### config.mk
export PLATFORM = sky130hd
export DESIGN_NAME = femtorv_bus_arbiter
export DESIGN_NICKNAME = d
export VERILOG_FILES = /design/src/rtl/femtorv_bus_arbiter.sv
export SDC_FILE = /design/constraint.sdc
export NUM_CORES = 1
export LEC_CHECK = 0
export ABC_AREA = 1
export CORE_MARGIN = 3
export CORE_UTILIZATION = 47
export CTS_CLUSTER_DIAMETER = 40
export DETAILED_ROUTE_END_ITERATION = 6
export PLACE_DENSITY = 0.79
export SYNTH_ARGS = -nofsm -noshare
export SYNTH_HDL_FRONTEND = slang
export SYNTH_SLANG_ARGS = --single-unit
export TNS_END_PERCENT = 100
### constraint.sdc
create_clock -name clk -period 6.5 [get_ports clk]
set_clock_uncertainty 0.2 [all_clocks]
set_input_delay 1.3 -clock clk [delete_from_list [all_inputs] [get_ports clk]]
set_output_delay 1.3 -clock clk [all_outputs]
set_load 0.02 [all_outputs]
### src/rtl/femtorv_bus_arbiter.sv
// femtorv_bus_arbiter: two-master round-robin arbiter for the FemtoRV32 bus.
// Each master owns a one-deep request slot and is stalled via rbusy/wbusy.
module femtorv_bus_arbiter #(
  parameter int ADDR_WIDTH = 24
) (
  input  logic        clk,
  input  logic        reset,
  input  logic [31:0] m0_addr,
  input  logic [31:0] m0_wdata,
  input  logic [3:0]  m0_wmask,
  input  logic        m0_rstrb,
  output logic [31:0] m0_rdata,
  output logic        m0_rbusy,
  output logic        m0_wbusy,
  input  logic [31:0] m1_addr,
  input  logic [31:0] m1_wdata,
  input  logic [3:0]  m1_wmask,
  input  logic        m1_rstrb,
  output logic [31:0] m1_rdata,
  output logic        m1_rbusy,
  output logic        m1_wbusy,
  output logic [31:0] s_addr,
  output logic [31:0] s_wdata,
  output logic [3:0]  s_wmask,
  output logic        s_rstrb,
  input  logic [31:0] s_rdata,
  input  logic        s_rbusy,
  input  logic        s_wbusy,
  output logic        err_overflow
);

  typedef enum logic {IDLE, WAIT} state_t;

  state_t                state;
  logic [1:0]            slotValid;
  logic [ADDR_WIDTH-1:0] slotAddr  [2];
  logic [31:0]           slotWdata [2];
  logic [3:0]            slotWmask [2];
  logic [1:0]            slotIsRead;
  logic [ADDR_WIDTH-1:0] actAddr;
  logic [31:0]           actWdata;
  logic                  actIsRead;
  logic                  owner;
  logic                  lastGrant;
  logic [31:0]           rdataQ [2];

  logic [ADDR_WIDTH-1:0] mAddr  [2];
  logic [31:0]           mWdata [2];
  logic [3:0]            mWmask [2];
  logic [1:0]            mReq;
  logic                  grant;
  logic                  issue;
  logic                  complete;
  logic [1:0]            clrSlot;
  logic [1:0]            busy;

  assign mAddr[0]  = m0_addr[ADDR_WIDTH-1:0];
  assign mAddr[1]  = m1_addr[ADDR_WIDTH-1:0];
  assign mWdata[0] = m0_wdata;
  assign mWdata[1] = m1_wdata;
  assign mWmask[0] = m0_wmask;
  assign mWmask[1] = m1_wmask;
  assign mReq[0]   = m0_rstrb | (|m0_wmask);
  assign mReq[1]   = m1_rstrb | (|m1_wmask);

  if (ADDR_WIDTH < 32) begin : gUnusedHi
    logic unusedHi;
    assign unusedHi = ^{m0_addr[31:ADDR_WIDTH],
                        m1_addr[31:ADDR_WIDTH]};
  end

  // On a tie the master that was not served last wins.
  assign grant    = (&slotValid) ? ~lastGrant : slotValid[1];
  assign issue    = (state == IDLE) & (|slotValid);
  assign complete = (state == WAIT) &
                    (actIsRead ? ~s_rbusy : ~s_wbusy);
  assign clrSlot  = {issue & grant, issue & ~grant};

  assign busy[0] = slotValid[0] |
                   ((state == WAIT) & ~owner & ~complete);
  assign busy[1] = slotValid[1] |
                   ((state == WAIT) & owner & ~complete);

  assign m0_rbusy = busy[0];
  assign m0_wbusy = busy[0];
  assign m1_rbusy = busy[1];
  assign m1_wbusy = busy[1];

  assign m0_rdata = (complete & actIsRead & ~owner) ?
                    s_rdata : rdataQ[0];
  assign m1_rdata = (complete & actIsRead & owner) ?
                    s_rdata : rdataQ[1];

  always_comb begin
    s_rstrb = 1'b0;
    s_wmask = 4'b0;
    s_addr  = 32'(actAddr);
    s_wdata = actWdata;
    if (issue) begin
      s_rstrb = slotIsRead[grant];
      s_wmask = slotWmask[grant];
      s_addr  = 32'(slotAddr[grant]);
      s_wdata = slotWdata[grant];
    end
  end

  always_ff @(posedge clk) begin
    if (!reset) begin
      state        <= IDLE;
      slotValid    <= '0;
      actAddr      <= '0;
      actWdata     <= '0;
      actIsRead    <= 1'b0;
      owner        <= 1'b0;
      lastGrant    <= 1'b1;
      rdataQ[0]    <= '0;
      rdataQ[1]    <= '0;
      err_overflow <= 1'b0;
    end else begin
      unique case (state)
        IDLE: begin
          if (issue) begin
            state     <= WAIT;
            actAddr   <= slotAddr[grant];
            actWdata  <= slotWdata[grant];
            actIsRead <= slotIsRead[grant];
            owner     <= grant;
            lastGrant <= grant;
          end
        end
        WAIT: begin
          if (complete) begin
            state <= IDLE;
            if (actIsRead) rdataQ[owner] <= s_rdata;
          end
        end
      endcase
      // A slot freed by this cycle's issue may be refilled at once.
      for (int i = 0; i < 2; i++) begin
        if (mReq[i]) begin
          if (slotValid[i] & ~clrSlot[i]) begin
            err_overflow <= 1'b1;
          end else begin
            slotValid[i]  <= 1'b1;
            slotAddr[i]   <= mAddr[i];
            slotWdata[i]  <= mWdata[i];
            slotWmask[i]  <= mWmask[i];
            slotIsRead[i] <= ~|mWmask[i];
          end
        end else if (clrSlot[i]) begin
          slotValid[i] <= 1'b0;
        end
      end
    end
  end

endmodule

==> results.ini, run 1 <==
[sta]
setup_tns_ps=0
hold_slack_ps=272
hold_viol=0
tightest_slew_ps=1140
period_share_pct=78.7
rsz0062_at_grt=no
setup_viol=0
drv_slew=0
timing.fmax_ghz=0.195
slew_headroom_pct=23.8
period_needed_ps=5120

[logic_synthesis]
synth-compound-area-share_pct=7.01
synth_top_family_by_area=simple AND/OR/NAND/NOR gates
synth_simple_gate_area_share_pct=19.2
synth_warnings=0
yosysSeqAreaShare_pct=68.6
syn-instance-count=994
synth_xor_xnor_area_share_pct=0
syn_area_mm2=0.00998
ys_types=24
synthAdderAreaFrac_pct=0
synthMuxAreaShare_pct=0
syn_avg_cell_area_um2=10.0
yosys_register_bits=249

[placed_design]
port_buffers=287
dp_hpwl_um=16800
gp_routability_congestion=0.804

[pwr]
power_density_mw_per_mm2=317
p_leak_nw=5.82
ir_drop_v=0.000239

[layout]
final_nets=1442
seq_area_mm2=0.00685
multi_input_area_mm2=0.00267
syn2layout_area_growth_pct=40.2
final_cell_mix=419 x nand2_1, 287 x clkdlybuf4s50_1, 186 x edfxtp_1, 74 x nor2_1
drive_gt1_share_pct=5.42
nFillCells=1550
final_common_cell=nand2_1

[die]
start_util_pct=48.5
ioPinCount=312
fp.coreArea_mm2=0.0206
die_area_mm2=0.0230
fp.dieW_um=152
die_y_um=152
row_count=52

[worst_setup_path]
worstSetupPathType=in2out
worst-endpoint-required_ps=5000
crit_path_max_fanout=65
startpoint_type=primary input
cp-end-kind=output pin
arrival_ps=3620

[grt]
grt_pass1_vias=7499
track_usage_pct=21.4
grt-ovfl-total=0
grt_start_max_net_pins=66
grt_antenna_before_repair=2
grt_pass1_wl_um=38300

[detailed_routing]
wire_per_inst_um=16.3
firstDrtPassIters=5
wirelength_um=25500
via_per_inst=4.92
vias=7690
dr.first_iter.drc_count=442
ant_nets=0
drc=0

[clock_network]
cts_tree=built
cts_root_buf=clkbuf_16
cts_resized=0
clk_pin_slew_ps=60
clk_path_buf_depth=3
cts_hold_buf=0
post_cts_buffers=0
numCtsBuffers=29
h-tree-depth=1
cts_num_sinks=249
worstSkewPairLatency_ps=540

[job]
cap_violations=0

[worst_hold_path]
min_path_type=reg2reg

[outcome]
status=finished, final reports clean

==> sequential cells by signal, indices dropped and copies added (netlist names), 2 cells and up <==
name and cells:
slotAddr 48, actAddr 24, slotWdata 64, slotWmask 8
slotIsRead 2, slotValid 2, rdataQ 64, actWdata 32
==> logic make-up (layout without fill, tap and decap cells) <==
| kind of cell | count (synthesis) | after routing |
|---|---|---|
| compound gates | 135 | 135 |
| other cells | 1 | 10 |
| buf+inv | 105 | 395 |
| simple gates | 504 | 504 |
| flops | 249 | 249 |
==> critical path, cell delays in order <==
cell             delay, ps
clkdlybuf4s50_1        450
inv_1                   40
nand3_1                 80
nor2_1                  70
inv_2                  680
nand2_1                130
o21ai_0                170
clkdlybuf4s50_1        690
==> final cells by class <==
cell class,instances,share of cell area (%)
flip-flops and latches,249,48.9
repair buffers,297,21.1
multi-input cells,647,19.1
clock buffers,35,5.56
well taps,270,2.42
clock inverters,19,1.72
inverters,44,1.18
diodes,2,0.0358
==> layer usage <==
layer	vias to the layer above	GRT usage [%]	share of wire [%]
met3	53	8.15	12
met1	3497	23.7	35
met5	-	0	0
met4	0	7.19	3.0
li1	3806	-	-
met2	334	37.7	50
==> power by group <==
group	total [mW]	leakage (nW)	switching, mW	internal [mW]
Sequential	1.89	2.35	0.0393	1.85
Clock	1.67	0.495	0.650	1.02
Combinational	0.867	2.97	0.509	0.358
==> cell usage after synthesis <==
| library cell | number | area, um2 |
|---|---|---|
| clkbuf_1 | 20 | 75.1 |
| buf_2 | 19 | 95.1 |
| nor2_2 | 1 | 6.26 |
| nand3_1 | 4 | 20.0 |
| o21ai_2 | 1 | 8.76 |
| buf_4 | 14 | 105 |
| o21ai_0 | 25 | 125 |
| conb_1 | 1 | 3.75 |
| dfxtp_1 | 63 | 1260 |
| nor2_1 | 76 | 285 |
| buf_6 | 6 | 67.6 |
| a22o_1 | 4 | 35.0 |
| o211ai_1 | 1 | 7.51 |
| o21ai_1 | 40 | 200 |
| inv_1 | 40 | 150 |
| nor4_1 | 2 | 12.5 |
| a21oi_1 | 63 | 315 |
| nand2_1 | 419 | 1570 |
| buf_1 | 2 | 7.51 |
| o21bai_1 | 1 | 7.51 |
| inv_2 | 4 | 15.0 |
| nand3b_1 | 1 | 7.51 |
| edfxtp_1 | 186 | 5590 |
| nand2_2 | 1 | 6.26 |
==> worst paths after layout <==
| path | slack [ps] | end | cells past startpoint | startpoint |
|---|---|---|---|---|
| hold / removal | 270 | actWdata[28] | 2 | actWdata[28] |
| setup reg to reg | 3270 | slotWdata[0][5] | 8 | slotValid[0] |
| setup / recovery | 1380 | m0_rdata[28] | 8 | s_rbusy |
| hold reg to reg | 270 | actWdata[28] | 2 | actWdata[28] |
==> metrics by stage <==
stage | setup slack (ps) | std cells | utilization, % | area, um2 | power (mW)
3_3_place_gp | 1430 | 1507 | 63.1 | 13000 | 2.77
6_report | 1380 | 1563 | 68.0 | 14000 | 4.44
2_1_floorplan | 1440 | 1001 | - | 10000 | 2.39
3_5_place_dp | 1410 | 1507 | 63.1 | 13000 | 2.79
5_1_grt | 1210 | 1563 | 68.0 | 14000 | 4.62
4_1_cts | 1390 | 1561 | 68.0 | 14000 | 4.47
(Power assumes the default switching activity.)
==> run 2: changes to the inputs <==
Settings changed: CORE_UTILIZATION 47 to 42, PLACE_DENSITY 0.79 to 0.74.
Clock period 6.5 ns to 4.4 ns, I/O delays scaled along.
==> run 2 against run 1 <==
Net effect:
- non-clock buffer count increased by 8
- routed wire length is 0.83% lower
- sequential cell count is the same
- sequential power rose by 48%
- die area grew 11%
- largest power group unchanged
- highest routed layer unchanged
==> results.ini, run 2 (synthesis results as in run 1) <==
[clock_network]
post_cts_buffers=0
worstSkewPairLatency_ps=540
clk_path_buf_depth=3
h-tree-depth=1
cts_resized=0
cts_hold_buf=0
numCtsBuffers=30
cts_root_buf=clkbuf_16
cts_tree=built
cts_num_sinks=249
clk_pin_slew_ps=60

[layout]
syn2layout_area_growth_pct=41.9
final_util_pct=61.6
final_cell_mix=419 x nand2_1, 287 x clkdlybuf4s50_1, 186 x edfxtp_1, 74 x nor2_1
diodes=0
final_common_cell=nand2_1
top_regs=rdataQ (64), slotWdata (64), slotAddr (48)
final_nets=1451
drive_gt1_share_pct=5.84

[die]
ioPinCount=312
die_y_um=160
fp.coreArea_mm2=0.0230
start_util_pct=43.4
row_count=55
die_area_mm2=0.0256
fp.dieW_um=160

[outcome]
status=finished, final reports clean

[sta]
slew_headroom_pct=22.1
timing.fmax_ghz=0.250
period_needed_ps=4000
setup_ws_ps=403
rsz0062_at_grt=no
setup_viol=0
tightest_slew_ps=1170
period_share_pct=90.8
setup_tns_ps=0
hold_viol=0
drv_slew=0

[pwr]
power.switching_mw=1.75
switching_share_pct=26.7
combPwrFrac_pct=19.7
clkPwrFrac_pct=37.8
power_density_mw_per_mm2=464
p_leak_nw=5.87
ir_drop_v=0.000354
internal_power_mw=4.82
power_frac_seq_pct=42.6

[worst_setup_path]
arrival_ps=2920
crit_slowest_cell=clkdlybuf4s50_1
worst-endpoint-required_ps=3320
crit_path_max_fanout=31
cp-end-kind=output pin
r2r_setup_slack_ps=1680
rr_worst_depth=8
worst-path-stages=9
path_delay_family=buffers and inverters
cp-endpoint=m0_rdata[31]
max_stage_delay_ps=660
worstSetupPathType=in2out
r2r-end=slotWmask[0][0]
cp_cell_sequence=clkdlybuf4s50_1, inv_1, nand3_1, nor2_1, inv_2, buf_12, nand2_1, o21ai_1, clkdlybuf4s50_1
reg2reg_from=slotValid[0]
path_buf_inv=5
startpoint_type=primary input
crit_start=s_rbusy
cpMostUsedCell=clkdlybuf4s50_1

[job]
cap_violations=0

[detailed_routing]
drc=0
wirelength_um=25300
wire_per_inst_um=15.7
ant_nets=0
dr.first_iter.drc_count=363
via_per_inst=4.78
vias=7710
firstDrtPassIters=5

[placed_design]
dp_hpwl_um=17200
port_buffers=287
gp_routability_congestion=0.812
pre_cts_ws_ps=406

[grt]
grt_antenna_before_repair=0
grt_start_max_net_pins=63
grt_pass1_wl_um=39800
grt_pass1_vias=7641
grt-ovfl-total=0
track_usage_pct=19.2

[worst_hold_path]
min_path_type=reg2reg
min_path_cells=2

[run 2: worst min-delay path by stage]
| stage | from | slack (ps) | to |
|---|---|---|---|
| global placement | lastGrant | 260 | lastGrant |
| finish | actWdata[0] | 270 | actWdata[0] |
| CTS | actWdata[0] | 270 | actWdata[0] |
| global route | actWdata[0] | 290 | actWdata[0] |
| floorplan | lastGrant | 240 | lastGrant |
| detailed placement | actWdata[0] | 260 | actWdata[0] |
[run 2: cell type report]
| type | count | area (um2) |
|---|---|---|
| clock buffers | 41 | 886 |
| clock inverters | 15 | 156 |
| fillers | 1871 | 8830 |
| inverters | 44 | 165 |
| multi-input cells | 647 | 2670 |
| flip-flops and latches | 249 | 6850 |
| well taps | 313 | 392 |
| repair buffers | 305 | 3050 |
[run 2: per-layer routing]
layer / part of all wire (%) / global-route usage, % / wire length [um] / vias up
met5: 0 / 0 / 0 / -
met4: 2.4 / 5.36 / 603 / 0
met3: 9.5 / 5.91 / 2400 / 44
met2: 49 / 33.8 / 12400 / 310
met1: 39 / 22.9 / 9910 / 3532
li1: - / - / - / 3824
[run 2: worst register-to-register path: cells and delay by family (launching register included)]
family	cells	cell delay [ps]
buf+inv	2	880
flops	1	460
simple gates	6	790
[run 2: stage by stage]
stage,std cells,area (um2),hold WS (ps),total power [mW]
after floorplan,1001,10000,242,3.52
after global placement,1558,13100,259,4.12
after detailed placement,1558,13100,264,4.14
after CTS,1614,14200,273,6.63
after global routing,1614,14200,290,6.87
final,1614,14200,270,6.57
[run 2: power groups by stage]
stage / clock network (mW) / registers [mW] / logic, mW
4_1_cts: 2.52 / 2.80 / 1.31
6_report: 2.48 / 2.80 / 1.29
2_1_floorplan: 0 / 2.83 / 0.687
3_5_place_dp: 0 / 2.85 / 1.30
5_1_grt: 2.65 / 2.81 / 1.41
3_3_place_gp: 0 / 2.84 / 1.29
